==> src/rtl/pc_stack_if.sv <==
// Control/data bundle between the decoder side and the program counter.
// Inputs are active-low strobes except CE; outputs are all registered.
interface pc_stack_if #(
    parameter int WIDTH = 16,
    parameter int DEPTH = 4
);
    localparam int SW = $clog2(DEPTH + 1);

    logic             _pchitmp_in;
    logic             _pclo_in;
    logic             _pc_in;
    logic             _call;
    logic             _ret;
    logic             CE;
    logic [7:0]       D;
    logic [WIDTH-1:0] PC;
    logic [WIDTH-9:0] HITMP;
    logic [SW-1:0]    SP;
    logic             OVF;
    logic             UNF;

    modport master (
        output _pchitmp_in, _pclo_in, _pc_in, _call, _ret, CE, D,
        input  PC, HITMP, SP, OVF, UNF
    );

    modport slave (
        input  _pchitmp_in, _pclo_in, _pc_in, _call, _ret, CE, D,
        output PC, HITMP, SP, OVF, UNF
    );
endinterface

==> src/rtl/pc_stack.sv <==
// Program counter with byte-staged jumps, count enable and a
// return-address stack (oldest entry is dropped on overflow).
module pc_stack #(
    parameter int WIDTH = 16,
    parameter int DEPTH = 4,
    parameter int LOG   = 0
) (
    input logic       clk,
    input logic       MR,
    pc_stack_if.slave bus
);
    localparam int SW = $clog2(DEPTH + 1);
    localparam int IW = (DEPTH > 1) ? $clog2(DEPTH) : 1;
    localparam logic [SW-1:0] FULL = SW'(DEPTH);

    logic [WIDTH-1:0] pc;
    logic [WIDTH-1:0] pc_nxt;
    logic [WIDTH-1:0] pc_inc;
    logic [WIDTH-1:0] tgt;
    logic [WIDTH-9:0] hitmp;
    logic [WIDTH-9:0] hitmp_nxt;
    logic [SW-1:0]    sp;
    logic             ovf;
    logic             unf;
    logic [WIDTH-1:0] stk [DEPTH];

    logic             push;
    logic             pop;
    logic             unf_set;
    logic             full;
    logic             empty;
    logic [IW-1:0]    top_idx;
    logic [IW-1:0]    wr_idx;

    assign full    = (sp == FULL);
    assign empty   = (sp == '0);
    assign top_idx = IW'(sp - SW'(1));
    assign wr_idx  = IW'(sp);
    assign pc_inc  = pc + WIDTH'(1);
    assign tgt     = {hitmp, bus.D};

    // Wider PCs shift bytes in MSB-first; 16-bit holds a single byte.
    generate
        if (WIDTH > 16) begin : g_wide
            assign hitmp_nxt = {hitmp[WIDTH-17:0], bus.D};
        end else begin : g_narrow
            assign hitmp_nxt = bus.D;
        end
    endgenerate

    always_comb begin
        pc_nxt  = pc;
        push    = 1'b0;
        pop     = 1'b0;
        unf_set = 1'b0;
        if (!bus._pc_in) begin
            pc_nxt = tgt;
            push   = !bus._call;
        end else if (!bus._pclo_in) begin
            pc_nxt = {pc[WIDTH-1:8], bus.D};
        end else if (!bus._ret) begin
            if (!empty) begin
                pc_nxt = stk[top_idx];
                pop    = 1'b1;
            end else begin
                unf_set = 1'b1;
                if (bus.CE) pc_nxt = pc_inc;
            end
        end else if (bus.CE) begin
            pc_nxt = pc_inc;
        end
    end

    always_ff @(posedge clk or posedge MR) begin
        if (MR) begin
            pc    <= '0;
            hitmp <= '0;
            sp    <= '0;
            ovf   <= 1'b0;
            unf   <= 1'b0;
        end else begin
            pc <= pc_nxt;
            if (!bus._pchitmp_in) hitmp <= hitmp_nxt;
            if (push && !full) sp <= sp + SW'(1);
            else if (pop) sp <= sp - SW'(1);
            if (push && full) ovf <= 1'b1;
            if (unf_set) unf <= 1'b1;
        end
    end

    // Full push shifts everything down one slot, losing entry 0.
    always_ff @(posedge clk or posedge MR) begin
        if (MR) begin
            for (int i = 0; i < DEPTH; i++) stk[i] <= '0;
        end else if (push) begin
            if (full) begin
                for (int i = 0; i < DEPTH - 1; i++) stk[i] <= stk[i+1];
                stk[DEPTH-1] <= pc_inc;
            end else begin
                stk[wr_idx] <= pc_inc;
            end
        end
    end

    assign bus.PC    = pc;
    assign bus.HITMP = hitmp;
    assign bus.SP    = sp;
    assign bus.OVF   = ovf;
    assign bus.UNF   = unf;
endmodule
==> src/flat_wrapper.sv <==
// flat-port wrapper written by rule: the top's interface ports become plain ports
module pc_stack_flat 
#(
    parameter int WIDTH = 16,
    parameter int DEPTH = 4,
    parameter int LOG   = 0
)
  (clk, MR, bus__pchitmp_in, bus__pclo_in, bus__pc_in, bus__call, bus__ret, bus_CE, bus_D, bus_PC, bus_HITMP, bus_SP, bus_OVF, bus_UNF);
  pc_stack_if #(.WIDTH(WIDTH), .DEPTH(DEPTH)) bus_i ();
  input logic clk;
  input logic MR;
  input wire logic [$bits(bus_i._pchitmp_in)-1:0] bus__pchitmp_in;
  input wire logic [$bits(bus_i._pclo_in)-1:0] bus__pclo_in;
  input wire logic [$bits(bus_i._pc_in)-1:0] bus__pc_in;
  input wire logic [$bits(bus_i._call)-1:0] bus__call;
  input wire logic [$bits(bus_i._ret)-1:0] bus__ret;
  input wire logic [$bits(bus_i.CE)-1:0] bus_CE;
  input wire logic [$bits(bus_i.D)-1:0] bus_D;
  output wire logic [$bits(bus_i.PC)-1:0] bus_PC;
  output wire logic [$bits(bus_i.HITMP)-1:0] bus_HITMP;
  output wire logic [$bits(bus_i.SP)-1:0] bus_SP;
  output wire logic [$bits(bus_i.OVF)-1:0] bus_OVF;
  output wire logic [$bits(bus_i.UNF)-1:0] bus_UNF;
  assign bus_i._pchitmp_in = bus__pchitmp_in;
  assign bus_i._pclo_in = bus__pclo_in;
  assign bus_i._pc_in = bus__pc_in;
  assign bus_i._call = bus__call;
  assign bus_i._ret = bus__ret;
  assign bus_i.CE = bus_CE;
  assign bus_i.D = bus_D;
  assign bus_PC = bus_i.PC;
  assign bus_HITMP = bus_i.HITMP;
  assign bus_SP = bus_i.SP;
  assign bus_OVF = bus_i.OVF;
  assign bus_UNF = bus_i.UNF;
  pc_stack #(.WIDTH(WIDTH), .DEPTH(DEPTH), .LOG(LOG)) u_core (.clk(clk), .MR(MR), .bus(bus_i));
endmodule
==> config.mk <==
export PLATFORM = sky130hd
export DESIGN_NAME = pc_stack_flat
export DESIGN_NICKNAME = d
export VERILOG_FILES = /design/src/rtl/pc_stack_if.sv /design/src/rtl/pc_stack.sv /design/src/flat_wrapper.sv
export SDC_FILE = /design/constraint.sdc
export NUM_CORES = 1
export LEC_CHECK = 0
export CORE_MARGIN = 2
export CORE_UTILIZATION = 25
export DETAILED_ROUTE_END_ITERATION = 8
export HOLD_SLACK_MARGIN = 0.12
export PLACE_DENSITY = 0.48
export SYNTH_ARGS = -nofsm -noshare
export SYNTH_HDL_FRONTEND = slang
export SYNTH_SLANG_ARGS = --single-unit
==> constraint.sdc <==
create_clock -name clk -period 4.05 [get_ports clk]
set_input_delay 0.81 -clock clk [delete_from_list [all_inputs] [get_ports clk]]
set_output_delay 0.81 -clock clk [all_outputs]
set_load 0.01 [all_outputs]
==> results of run 1 <==
## worst max-delay path, delay by kind of cell, from the launching register on
family,cells,cell delay [ps]
adder cells (fa/ha/maj),2,520
AND/OR/NAND/NOR,2,760
flip-flops,1,490
buffers and inverters,3,690
AO/OA/AOI/OAI,1,190
## layout make-up
cell class | count | share of cell area [%]
timing repair buffer | 55 | 8.67
multi-input combinational | 386 | 43.0
sequential | 93 | 37.7
clock buffer | 9 | 3.64
clock inverter | 7 | 0.830
tap | 270 | 5.47
inverter | 12 | 0.769
## through the flow
| step | total power, mW | area [um2] |
|---|---|---|
| global placement | 3.55 | 5900 |
| CTS | 4.43 | 6180 |
| global route | 4.72 | 6180 |
| finish | 4.42 | 6180 |
| floorplan | 2.89 | 5210 |
| detailed placement | 3.60 | 5900 |
## power breakdown
part           switching (mW)  internal (mW)  leakage [nW]
sequential              0.347           1.29          1.14
combinational            1.08          0.879          1.12
clock                   0.400          0.419         0.132
## placed cells by master (no fill, tap or decap), types with 10 or more instances in the layout
master	n
nand3_1	14
dfrtp_1	93
mux4_2	16
a21oi_1	28
buf_4	10
o21ai_1	14
o21ai_0	38
nor2_1	50
nand2_1	51
xnor2_1	21
clkdlybuf4s50_1	44
nor3_1	17
inv_1	11
## state kept, by name, indices dropped and copies added, names as in the netlist
register and cells:
u_core.bus.SP 3, u_core.stk 64, u_core.bus.UNF 1, u_core.bus.OVF 1, u_core.bus.PC 16, u_core.bus.HITMP 8
## metal layers
| layer | GRT usage [%] | up-vias |
|---|---|---|
| li1 | - | 2004 |
| met1 | 21.9 | 2192 |
| met2 | 24.1 | 177 |
| met3 | 3.34 | 25 |
| met4 | 4.95 | 0 |
| met5 | 0 | - |
## cell families after synthesis
group	synth area share [%]
compound gates	19.1
xor+xnor	3.87
fa+ha+maj	1.92
buf+inv	4.40
flops	44.7
mux	9.63
simple gates	16.4
## worst max-delay path by stage
stage	startpoint	to	slack, ps	depth (start not counted)
after detailed placement	bus__call	u_core.stk[51]	950	6
after CTS	u_core.bus.SP[1]	u_core.stk[24]	1250	8
after global routing	u_core.bus.SP[1]	u_core.stk[26]	1020	8
final	u_core.bus.SP[1]	u_core.stk[24]	1240	8
after floorplan	MR	u_core.bus.HITMP[0]	820	1
after global placement	bus__call	u_core.stk[51]	960	6
==> run metrics, run 1 <==
Clock Sinks 93; Gate Count Post-Synth 534; R2R Setup Slk 1240 ps; RSZ-0062 raised after global routing false; first-pass detailed-route iteration total 5; area of the multi-input gates roughly 0.0027 mm2; worst skew pair latency ~360 ps; number of setup buffers added after CTS 0; main area contributors after synthesis dfrtp_1 (45%), mux4_2 (6.9%), o21ai_0 (3.7%), nand2_1 (3.7%), nor2_1 (3.6%); total track usage between 10% and 20%; WS Path Type register to register; Fin. Hold Viols 0; max cap viols 0; share of cells above drive strength 1 around an eighth; Worst setup SP type register; setup TNS 0 ps; routed length on met2 7.59 mm; Worst R2R End u_core.stk[24]; Post-synth EDFFs 0; CTS Buf Count 9; Syn Std Cell Area between 0.005 and 0.006 mm2; Final ANT Viol Nets 0; Remaining DRCs 0; via count 4,398; Crit path arrival time 3020 ps; Max VDD drop between 200 and 250 uV; Die H approximately 150 um; Worst Hold Slack 471 ps; pwr dens slightly above 700 mW/mm2; status finished clean; post-synth top area cell dfrtp_1; drt via density roughly 5.3; CTS tree done; # H-tree levels 3; Final min period 2810 ps; area delta synth->final 18.7%; maximum root-to-sink buffer count 2; first-pass GRT wire length approximately 26 mm; CP peak stage delay between 600 and 700 ps; PortBufs 44; met3 wire length 901 um; top-count cell post-synth dfrtp_1; top layer in use met4; Place WS ~950 ps; syn_area_per_cell around 10 um2; grt ovf 0; # diodes 0; Root Buffer clkbuf_16; M1 WL 7.60 mm; Placed Cells approximately 820; Layout Skew between 8 and 9 ps; GPL Wtd Cong 0.805; vias in the first global route 4,372; RR Startpoint u_core.bus.SP[1]; Register-to-Register Path Depth 8; largest net degree at the start of global routing 56; post-route core utilization around 30%; final setup fails 0; Hold Buf Count CTS 0; ys flop type dfrtp_1; row count 52; CP Capture Type register; worst hold path class register to register; Max-slew headroom a little over two fifths; top cell type's share of synthesized area between 40% and 50%; Initial Util 25.6%; Critical Path RT 4250 ps; most frequent cells after synthesis dfrtp_1 (93), nand2_1 (51), nor2_1 (50); cts repair resizes 0; 1st-iter DRT viols between 400 and 500; Filler cells roughly 2.1k; final wirelength between 15 and 20 mm; I/O pins between 40 and 50; initial antenna violation count 0; register area 0.00233 mm2; Synth cell types 51; Fmax between 300 and 400 MHz; Crit-path slowest cell nor2_1; sequential share of the synthesized area 44.7%; WL/cell 19.7 um; core area a little over 0.02 mm2; Synth Warn # 0; Final Instance Count excl. Fillers ~830; Yosys reg bits between 90 and 100; CP Max Fanout between 40 and 50; async set-reset flop share out of synthesis 100%; end point of the worst hold path u_core.bus.OVF; DP HPWL around 11 mm; CTS clk-pin slew, worst paths 70 ps; Final WS setup 1240 ps; final period utilization a little over two thirds; die area between 0.02 and 0.025 mm2; hold depth 1; Final nets approximately 580; Net Count, Synth roughly 560; Tightest Pin Transition around 860 ps; CP cell instances inv_1 > ha_1 > ha_1 > buf_4 > inv_1 > nand2_1 > nor2_1 > a211oi_1; Max Transition Viols Final 0; die width around 150 um; leakage between 2 and 2.5 nW; HP Start u_core.bus.OVF
Power figures use the tool's default switching activity.
==> run 2: changes to the inputs <==
clock period = 2.7 ns   (was 4.05 ns; I/O delays follow)
==> run 2 against run 1 <==
Compared with the run above:
- via count is 0.66% higher
- count of clock-buffer cells in the layout rose by 2
- critical path type unchanged
- clock power up 58%
- design area grew 3.0%
- largest power group unchanged
- die area did not move
- hold slack better by 24 ps
- flip-flop and latch count is the same
==> run metrics, run 2 (synthesized netlist as in run 1, its figures left out) <==
status finished clean; Gate power share around 45%; I/O pins 45; number of setup buffers added after CTS 0; final wirelength between 15 and 20 mm; most common cell after layout, fill and taps aside dfrtp_1; critical path's most frequent cell ha_1; share of cells above drive strength 1 between 15 and 20%; maximum root-to-sink buffer count 2; pwr dens between 1000 and 1500 mW/mm2; CP cell instances inv_1 > ha_1 > ha_1 > buf_4 > or2_2 > nand2_1 > a22o_1; Crit path arrival time around 2500 ps; final setup fails 0; cts repair resizes 0; first-pass GRT wire length roughly 26 mm; RSZ-0062 raised after global routing false; CP peak stage delay approximately 450 ps; CTS tree done; Most flops, register u_core.stk; NetSw around 2.7 mW; Fin. Hold Viols 0; grt ovf 0; row count 52; Max VDD drop 294 uV; Max-slew headroom 55.5%; Finished Cell Area approximately 0.0064 mm2; Tightest Pin Transition around 660 ps; Final nets about 600; # H-tree levels 3; sequential share of power between 30 and 40%; leading cell types in the layout, fill and taps excluded dfrtp_1 (93), nand2_1 (51), nor2_1 (50), clkdlybuf4s50_1 (44), o21ai_0 (38); area of the multi-input gates about 0.0027 mm2; Max Transition Viols Final 0; Critical Path RT roughly 3000 ps; CTS clk-pin slew, worst paths around 70 ps; share of total power in the clock network between 10% and 20%; core area between 0.02 and 0.025 mm2; DP HPWL ~12 mm; Hold Buf Count CTS 0; vias in the first global route about 4.3k; CTS Buf Count 9; Worst R2R End u_core.stk[16]; register area 0.00233 mm2; leakage ~2.5 nW; GPL Wtd Cong between 0.8 and 0.9; Final ANT Viol Nets 0; setup TNS 0 ps; die area ~0.022 mm2; CP Capture Point u_core.stk[16]; Final min period approximately 2200 ps; Register-to-Register Path Depth 7; initial antenna violation count 0; # diodes 0; Worst setup SP type register; Remaining DRCs 0; total track usage 15.8%; WL/cell 19.6 um; 1st-iter DRT viols between 200 and 300; WS Path Type register to register; sw frac 39.5%; PortBufs 44; area delta synth->final 22.2%; placed inst area around 0.0061 mm2; Internal about 4.1 mW; Layout Skew 5.28 ps; Initial Util 25.6%; via count 4,427; R2R Setup Slk between 400 and 500 ps; Crit-path slowest cell dfrtp_1; Worst Setup SP u_core.bus.SP[1]; CP Capture Type register; largest net degree at the start of global routing 94; Root Buffer clkbuf_16; RR Startpoint u_core.bus.SP[1]; drt via density roughly 5.2; Clock Sinks 93; Filler cells between 2k and 2.5k; first-pass detailed-route iteration total 4; max FFs per register 64; CP Max Fanout 17; Die H around 150 um; worst skew pair latency between 300 and 400 ps; Fmax between 400 and 500 MHz; worst hold path class register to register; die width between 100 and 150 um; max cap viols 0; final period utilization 82.1%
## run 2: cell types whose count changed in the layout (fill, tap and decap cells not counted)
| cell | before | now |
|---|---|---|
| clkinv_4 | 2 | 0 |
| inv_6 | 1 | 0 |
| bufinv_16 | 0 | 1 |
| clkinvlp_4 | 2 | 1 |
| buf_4 | 10 | 33 |
| inv_4 | 1 | 0 |
| clkbuf_8 | 0 | 2 |
| clkinv_2 | 2 | 1 |
## run 2: worst max-delay path, delay by kind of cell (launching register included)
kind	cells	cell delay [ps]
buf+inv	2	400
fa+ha+maj	2	580
simple gates	2	430
compound gates	1	250
flops	1	450
## run 2: power groups by stage
stage	combinational [mW]	clock [mW]	sequential (mW)
final	3.08	1.29	2.45
after global placement	3.05	0	2.43
after floorplan	2.02	0	2.32
after global routing	3.37	1.37	2.52
after detailed placement	3.09	0	2.46
after CTS	3.10	1.31	2.44
## run 2: area by class of cell
type,count,share of cell area (%)
Tap cell,270,5.31
Multi-Input combinational cell,386,41.7
Timing Repair Buffer,78,11.1
Inverter,12,0.767
Sequential cell,93,36.6
Clock buffer,11,3.97
Clock inverter,2,0.550
## run 2: worst min-delay path by stage
stage	slack, ps	end	cells after the start	startpoint
2_1_floorplan	440	u_core.stk[49]	2	u_core.stk[49]
3_3_place_gp	460	u_core.bus.OVF	1	u_core.bus.OVF
3_5_place_dp	460	u_core.bus.OVF	1	u_core.bus.OVF
4_1_cts	490	u_core.bus.OVF	1	u_core.bus.OVF
5_1_grt	510	u_core.bus.OVF	1	u_core.bus.OVF
6_report	490	u_core.bus.OVF	1	u_core.bus.OVF
## run 2: stage by stage
step | setup WS (ps) | std cells | util (%) | hold slack (ps) | total power [mW]
finish | 485 | 852 | 31.3 | 495 | 6.83
global route | 302 | 852 | 31.3 | 509 | 7.27
CTS | 495 | 852 | 31.3 | 493 | 6.85
detailed placement | 338 | 839 | 29.8 | 464 | 5.55
global placement | 356 | 839 | 29.8 | 463 | 5.48
floorplan | 181 | 534 | - | 445 | 4.34
## run 2: per-layer routing
| metal | share of wire, % | GRT usage, % | wire (um) |
|---|---|---|---|
| met1 | 45 | 22.1 | 7530 |
| met2 | 46 | 24.8 | 7730 |
| met4 | 2.3 | 5.95 | 384 |
| met5 | 0 | 0 | 0 |
| met3 | 6.1 | 2.61 | 1020 |
==> run 3: changes to the inputs <==
PLACE_DENSITY = 0.49   (was 0.48)
clock period = 1.85 ns   (was 2.7 ns; I/O delays follow)
==> run 3 against run 2 <==
Compared with the run above:
- global-route usage rose by 0.35 points
- non-clock buffer count rose by 58
- flip-flop and latch count did not move
- design area rose by 15%
- clock skew barely moved
- sequential power rose by 46%
- the flow now finishes with violations (negative setup slack)
- clock power rose by 39%
==> run metrics, run 3 (synthesized netlist as in run 1, its figures left out) <==
max FFs per register 64; Final WS setup -9.29 ps; met2 usage in global routing 25.0%; PortBufs 44; Initial Util 25.6%; die area between 0.02 and 0.025 mm2; maximum root-to-sink buffer count 2; DP HPWL approximately 13 mm; 1st-iter DRT viols between 300 and 400; via count roughly 4.7k; Critical Path RT about 1500 ps; grt ovf 0; row count 52; Final nets ~660; most common cell after layout, fill and taps aside dfrtp_1; leading cell types in the layout, fill and taps excluded dfrtp_1 (90), buf_4 (76), nand2_1 (47), nor2_1 (40), clkdlybuf4s50_1 (40); RSZ-0062 raised after global routing true; first-pass GRT wire length approximately 27 mm; Tightest Pin Transition ~570 ps; max cap viols 0; leakage 2.93 nW; Final min period ~1900 ps; Max-slew headroom roughly three fifths; I/O pins 45; drt via density 5.13; final setup fails 1; Remaining DRCs 0; pwr dens 1530 mW/mm2; # H-tree levels 3; worst hold path class primary input to asynchronous set/reset pin; met1 Usage GRT 23.3%; Max VDD drop 532 uV; Most flops, register u_core.stk; Root Buffer clkbuf_16; WL/cell approximately 19 um; worst skew pair latency 350 ps; CP Capture Type output port; core area about 0.02 mm2; Final ANT Viol Nets 0; CTS Buf Count 9; GPL Wtd Cong between 0.8 and 0.9; Finished Cell Area between 0.007 and 0.008 mm2; CTS clk-pin slew, worst paths 70 ps; Clock Sinks 93; Fin. Hold Viols 0; largest net degree at the start of global routing 94; share of cells above drive strength 1 33.7%; initial antenna violation count 0; CTS tree done; first-pass detailed-route iteration total 5; Max Transition Viols Final 0; final wirelength approximately 17 mm; placed inst area roughly 0.007 mm2; die width between 100 and 150 um; Fmax 538 MHz; Worst setup SP type register; GR Layer Usage met3 ~2.9%; Die H around 150 um; Crit path arrival time about 1500 ps; total track usage between 10% and 20%; Layout Skew about 5.5 ps; CP Max Fanout 13; status finished with violations; WS Path Type register to output port; setup TNS -9.29 ps; GRT busiest layer met2; area delta synth->final 40.7%; vias in the first global route 4,524; failing checks negative setup slack; final period utilization 101%
==> run 3: area by class of cell <==
cell class,count,area (um2)
fillers,1995,13000
multi-input cells,386,3010
flip-flops and latches,93,2330
clock inverters,6,37.5
well taps,270,338
inverters,12,58.8
diodes,1,2.50
clock buffers,10,239
repair buffers,136,1310
==> run 3: worst max-delay path, stage by stage (launching register included) <==
cell	delay, ps
dfrtp_1	380
buf_6	200
clkdlybuf4s50_1	560
==> run 3: final timing paths <==
| check | startpoint | endpoint | slack, ps | cells after the start |
|---|---|---|---|---|
| min reg2reg | u_core.bus.OVF | u_core.bus.OVF | 480 | 1 |
| max in group asynchronous | MR | u_core.stk[30] | 920 | 3 |
| max | u_core.bus.PC[0] | bus_PC[0] | -9 | 2 |
| min in group clk | u_core.bus.OVF | u_core.bus.OVF | 480 | 1 |
| max reg2reg | u_core.bus.PC[0] | u_core.stk[44] | 10 | 5 |
| min | MR | u_core.bus.PC[14] | 450 | 3 |
==> run 3: power by group <==
part | switching (mW) | total, mW | internal, mW | leakage [nW]
clock | 0.839 | 1.79 | 0.947 | 0.142
combinational | 2.94 | 5.84 | 2.90 | 1.65
sequential | 0.736 | 3.58 | 2.84 | 1.13
total | 4.51 | 11.2 | 6.69 | 2.93
==> run 3: metal layers <==
metal	vias up	wire length, um
met5	-	0
met1	2349	8190
li1	2170	-
met2	148	7960
met3	23	902
met4	0	337
==> run 3: through the flow <==
| step | std cells | power (mW) | util [%] | hold WS (ps) | worst slack [ps] |
|---|---|---|---|---|---|
| 6_report | 914 | 11.2 | 36.0 | 450 | -9.29 |
| 5_1_grt | 913 | 11.9 | 36.0 | 522 | -74.3 |
| 4_1_cts | 898 | 11.1 | 35.2 | 484 | 0.435 |
| 3_5_place_dp | 880 | 9.22 | 33.7 | 458 | -127 |
| 3_3_place_gp | 880 | 9.10 | 33.7 | 458 | -124 |
| 2_1_floorplan | 534 | 7.34 | - | 450 | -224 |
==> run 3: what timing repair did <==
action | in CTS | in global routing
pin swaps | 0 | 6
buffers inserted | 2 | 16
resized for setup | 7 | 13
hold buffers | 0 | 0
setup endpoints to repair | 9 | 29
